$ cat config.mk
export PLATFORM = sky130hd
export DESIGN_NAME = rampa_arranque_param
export DESIGN_NICKNAME = d
export VERILOG_FILES = /design/src/rtl/rampa_arranque_param.sv
export SDC_FILE = /design/constraint.sdc
export NUM_CORES = 1
export LEC_CHECK = 0
export ABC_AREA = 1
export BUFFER_PORTS_ARGS = -buffer_cell sky130_fd_sc_hd__buf_2
export CAP_MARGIN = 20
export CORE_ASPECT_RATIO = 2
export CORE_MARGIN = 10
export CORE_UTILIZATION = 55
export CTS_BUF_LIST = sky130_fd_sc_hd__clkbuf_2
export DETAILED_ROUTE_END_ITERATION = 6
export HOLD_SLACK_MARGIN = 0.08
export PLACE_DENSITY = 0.8
export SYNTH_ARGS = -nofsm -noshare
export SYNTH_HDL_FRONTEND = slang
export SYNTH_SLANG_ARGS = --single-unit
export TNS_END_PERCENT = 20
$ cat constraint.sdc
create_clock -name clk -period 2.8 [get_ports clk]
set_input_delay 0.56 -clock clk [delete_from_list [all_inputs] [get_ports clk]]
set_output_delay 0.56 -clock clk [all_outputs]
set_load 0.03 [all_outputs]
$ cat src/rtl/rampa_arranque_param.sv
// Soft-start / soft-stop ramp controller with a built-in tick prescaler.
// The level walks one step per dwell period toward a target chosen by the synchronised mode switches.
module rampa_arranque_param #(
    parameter int PRESCALE    = 100000000,
    parameter int N_LEVELS    = 3,
    parameter int PARTIAL_LVL = 2,
    parameter int DWELL_FAST  = 1,
    parameter int DWELL_SLOW  = 3,
    parameter int DWELL_DOWN  = 2,
    localparam int LVL_W      = $clog2(N_LEVELS + 1)
) (
    input  logic                clk,
    input  logic                reset,
    input  logic                rapido,
    input  logic                lento,
    output logic [N_LEVELS-1:0] lvl_onehot,
    output logic [LVL_W-1:0]    level,
    output logic [1:0]          state,
    output logic                busy,
    output logic                fault,
    output logic                tick
);

    localparam int CNT_W   = $clog2(PRESCALE);
    localparam int DMAX_UP = (DWELL_FAST > DWELL_SLOW) ? DWELL_FAST : DWELL_SLOW;
    localparam int DMAX    = (DMAX_UP > DWELL_DOWN) ? DMAX_UP : DWELL_DOWN;
    localparam int DW_W    = $clog2(DMAX + 1);

    typedef enum logic [1:0] {
        IDLE      = 2'd0,
        RAMP_UP   = 2'd1,
        HOLD      = 2'd2,
        RAMP_DOWN = 2'd3
    } state_t;

    logic [CNT_W-1:0] count;
    logic             r_meta;
    logic             rs;
    logic             l_meta;
    logic             ls;
    logic [LVL_W-1:0] target;
    logic [LVL_W-1:0] level_q;
    logic [DW_W-1:0]  dwell;
    logic [DW_W-1:0]  dwell_len;
    logic             moving_q;
    logic             up_q;
    logic             go_up;
    logic             go_down;
    logic             moving;
    logic             reversed;
    state_t           cur_state;

    always_ff @(posedge clk) begin
        if (reset) begin
            count <= '0;
        end else if (count == CNT_W'(PRESCALE - 1)) begin
            count <= '0;
        end else begin
            count <= count + CNT_W'(1);
        end
    end

    assign tick = (count == CNT_W'(PRESCALE - 1));

    // Both requests together is treated as a fault and targets a controlled stop.
    always_ff @(posedge clk) begin
        if (reset) begin
            r_meta <= 1'b0;
            rs     <= 1'b0;
            l_meta <= 1'b0;
            ls     <= 1'b0;
            target <= '0;
            fault  <= 1'b0;
        end else begin
            r_meta <= rapido;
            rs     <= r_meta;
            l_meta <= lento;
            ls     <= l_meta;
            fault  <= rs & ls;
            if (rs && !ls) begin
                target <= LVL_W'(N_LEVELS);
            end else if (ls && !rs) begin
                target <= LVL_W'(PARTIAL_LVL);
            end else begin
                target <= '0;
            end
        end
    end

    assign go_up    = (level_q < target);
    assign go_down  = (level_q > target);
    assign moving   = go_up | go_down;
    assign reversed = moving && moving_q && (go_up != up_q);

    always_comb begin
        dwell_len = DW_W'(DWELL_DOWN);
        if (go_up) begin
            dwell_len = rs ? DW_W'(DWELL_FAST) : DW_W'(DWELL_SLOW);
        end
    end

    // A target crossing the level restarts the dwell so the new direction gets a full period.
    always_ff @(posedge clk) begin
        if (reset) begin
            level_q  <= '0;
            dwell    <= '0;
            moving_q <= 1'b0;
            up_q     <= 1'b0;
        end else begin
            moving_q <= moving;
            up_q     <= go_up;
            if (!moving || reversed) begin
                dwell <= '0;
            end else if (tick) begin
                if (dwell >= dwell_len - DW_W'(1)) begin
                    dwell   <= '0;
                    level_q <= go_up ? level_q + LVL_W'(1) : level_q - LVL_W'(1);
                end else begin
                    dwell <= dwell + DW_W'(1);
                end
            end
        end
    end

    always_comb begin
        cur_state = HOLD;
        if (go_up) begin
            cur_state = RAMP_UP;
        end else if (go_down) begin
            cur_state = RAMP_DOWN;
        end else if (level_q == '0) begin
            cur_state = IDLE;
        end
    end

    always_comb begin
        lvl_onehot = '0;
        for (int i = 0; i < N_LEVELS; i++) begin
            lvl_onehot[i] = (level_q == LVL_W'(i + 1));
        end
    end

    assign level = level_q;
    assign state = cur_state;
    assign busy  = moving;

endmodule

==> results by group <==
Outcome
  • Status: finished, final reports clean

Floorplanning
  • Chip height: 110 um
  • Die Area: ~0.0072 mm2
  • # rows: 32
  • DIE WIDTH: between 60 and 70 um
  • IO Pins: 14
  • Starting density of the core: 57.3%
  • Core Region: 0.00392 mm2

Drt
  • Antenna viol nets, final: 0
  • Drt pass-1 iters: 4
  • Drt first-iter violations: 94
  • Routed length per placed instance: approximately 13 um
  • Vias: 2057
  • Remaining DRCs: 0
  • Vias per inst: 5.13
  • Detailed Route WL: about 5200 um

Setup path
  • FF-to-FF path depth: 10
  • Critical path buffer and inverter count: 1
  • Crit path launch type: register
  • WP data required: ~2200 ps
  • CP max stage delay: 490 ps
  • Worst Path Arrival: ~2000 ps
  • Crit path max-delay cell type: dfxtp_1
  • CP Class: reg -> out
  • Crit-path cells: ha_1 > nand3_1 > nor2_4 > nand2_2 > nor2_2 > buf_2
  • Reg2reg setup slack: approximately 330 ps
  • Endpoint type of the worst setup path: primary output
  • RR Endpoint: dwell[1]
  • Worst path top cell family by delay: simple AND/OR/NAND/NOR gates
  • Worst reg2reg path startpoint: level[1]
  • Critical path peak fanout: 6

Final layout
  • Register area: ~800 um2
  • Most common cell after layout, fill and taps aside: nand2_1
  • Area of the multi-input gates: 0.00125 mm2
  • Commonest non-fill, non-tap cells in the layout: 81 x nand2_1, 64 x nor2_1, 46 x inv_1, 40 x dfxtp_1, 19 x nand3_1
  • Ratio of cells with drive above 1 in the final layout: 11.7%
  • Nets: 364
  • Layout area overhead: 7.68%
  • Layout fillers: 406
  • Post-route cell area: around 0.0024 mm2
  • Number of diodes: 0

Synth
  • YS warnings: 0
  • Yosys top cell area share: 35.6%
  • Post-Syn Area per Cell: 6.75 um2
  • Synth Instances: 333
  • Mapped Nets: 348
  • Largest cells by area after synthesis: dfxtp_1 36%, nand2_1 14%, nor2_1 11%, inv_1 7.7%, ha_1 6.1%
  • Seq/Total Area, Yosys: 35.6%
  • Biggest area consumer among synthesized cells: dfxtp_1
  • Post-synth cell types: 30
  • Mapped Area: about 0.0022 mm2
  • Yosys reg bits: 40

Global routing
  • GRT Overall Usage: 14.8%
  • Initial antenna violation count: 0
  • GRT overflow: 0
  • Global-route wire length before repair: around 8500 um
  • Vias in the first global route: slightly below 2000
  • Largest net degree at the start of global routing: 28

Power and ir drop
  • VDD IR max: 0.000409 V
  • Power density of the placed cells: 417 mW/mm2
  • P_leak: 0.904 nW

Timing
  • Hold slack: ~320 ps
  • Fin. max-slew vios: 0
  • Setup repair after global routing missed its margin: no
  • Slew @ Worst Pin: 340 ps
  • Worst Clk Skew: 34.0 ps
  • Final Cycle Share: 91.6%
  • Setup TNS: 0 ps
  • Final min period: 2560 ps
  • Max Fclk: ~390 MHz
  • Final Hold Vio Count: 0
  • Slew headroom: just under 80%
  • Setup ws final: between 200 and 250 ps
  • Final setup violation count: 0

Place
  • Port Buffers: 13
  • Dpl hpwl: between 4000 and 5000 um
  • Placer Congestion: just under 1
  • Worst slack, placed: around 390 ps
  • Post-DP Area: roughly 0.0023 mm2

Clock network
  • Clock Latency Late Sink: 420 ps
  • TritonCTS Buffers: 5
  • CTS tree: yes
  • Worst-path clk slew: 210 ps
  • Total clock sinks: 40
  • Post-CTS sizing: 0
  • Post-CTS Setup Bufs: 0
  • Hold_buf cts: 0
  • CTS Root Cell: clkbuf_2
  • CTS H-tree depth: 2
  • Max Root-Sink Buffers: 2

Hold path
  • Hold Crit Depth: 3
  • Startpoint of the worst hold path: lento
  • Worst Hold Class: in -> reg
  • Hold Path End: l_meta

Job
  • Max_cap viols: 0
[logic make-up after synthesis]
group                    Yosys count  share of synthesized area [%]
AND/OR/NAND/NOR                  200                           40.2
buffers and inverters             50                           9.18
AO/OA/AOI/OAI                     23                           5.34
adder cells (fa/ha/maj)           11                           6.12
XOR/XNOR                           9                           3.51
flip-flops                        40                           35.6
[power by group]
| group | switching, mW | internal [mW] | total [mW] |
|---|---|---|---|
| clock | 0.212 | 0.154 | 0.366 |
| combinational | 0.0398 | 0.0162 | 0.0559 |
| sequential | 0.00667 | 0.580 | 0.587 |
[sequential cells by signal, indices dropped and copies added, names as in the netlist]
register	flops
fault	1
moving_q	1
target	2
rs	1
level	2
up_q	1
ls	1
r_meta	1
dwell	2
count	27
l_meta	1
[synthesized netlist by cell type]
cell	number
or2_2	1
or2_0	1
nor2_4	1
nor2_1	64
o21bai_1	1
dfxtp_1	40
nor3b_2	2
nand3_1	19
nor3_1	8
nand2_2	3
nand4_1	4
and2_1	1
xnor2_1	5
a31oi_1	2
nand2_4	1
inv_1	46
nor3_2	3
nor3_4	1
xor2_1	4
o21ai_0	2
nand2_1	81
nand3b_1	1
clkbuf_1	1
nor3b_1	1
buf_6	2
buf_4	1
nor2_2	7
ha_1	11
nand3_2	1
a21oi_1	18
[worst max-delay path by stage]
stage             start       end  slack (ps)  depth (start not counted)
2_1_floorplan  level[1]  dwell[1]         390                         10
3_3_place_gp   level[1]  dwell[1]         490                         10
3_5_place_dp   level[1]  dwell[1]         390                         10
4_1_cts        count[0]      tick         130                          6
5_1_grt        count[0]      tick          70                          6
6_report       count[0]      tick         240                          6
[worst register-to-register path, cell delays in order (launching register included)]
cell	delay, ps
dfxtp_1	480
ha_1	290
nand2_1	120
nand2_1	170
or2_2	320
ha_1	270
a21oi_1	320
inv_1	110
nor2_1	100
nand3_1	80
a21oi_1	140
[stage by stage]
stage	utilization (%)	power (mW)	instances
after floorplan	-	0.644	333
after global placement	59.7	0.653	393
after detailed placement	59.7	0.654	393
after CTS	61.6	1.02	401
after global routing	61.7	1.05	401
final	61.7	1.01	401
[metal layers]
| metal | global-route usage, % | part of all wire [%] | vias to the layer above |
|---|---|---|---|
| li1 | - | - | 1067 |
| met1 | 12.4 | 35 | 920 |
| met2 | 27.5 | 55 | 47 |
| met3 | 2.93 | 3.3 | 23 |
| met4 | 12.5 | 6.3 | 0 |
| met5 | 0 | 0 | - |
[cell type report]
cell class,count,share of cell area [%]
clock buffers,5,1.03
clock inverters,3,1.96
inverters,46,7.13
multi-input cells,243,51.5
flip-flops and latches,40,33.1
well taps,51,2.64
repair buffers,13,2.69
Note: power is estimated with default switching activity, not from simulation.
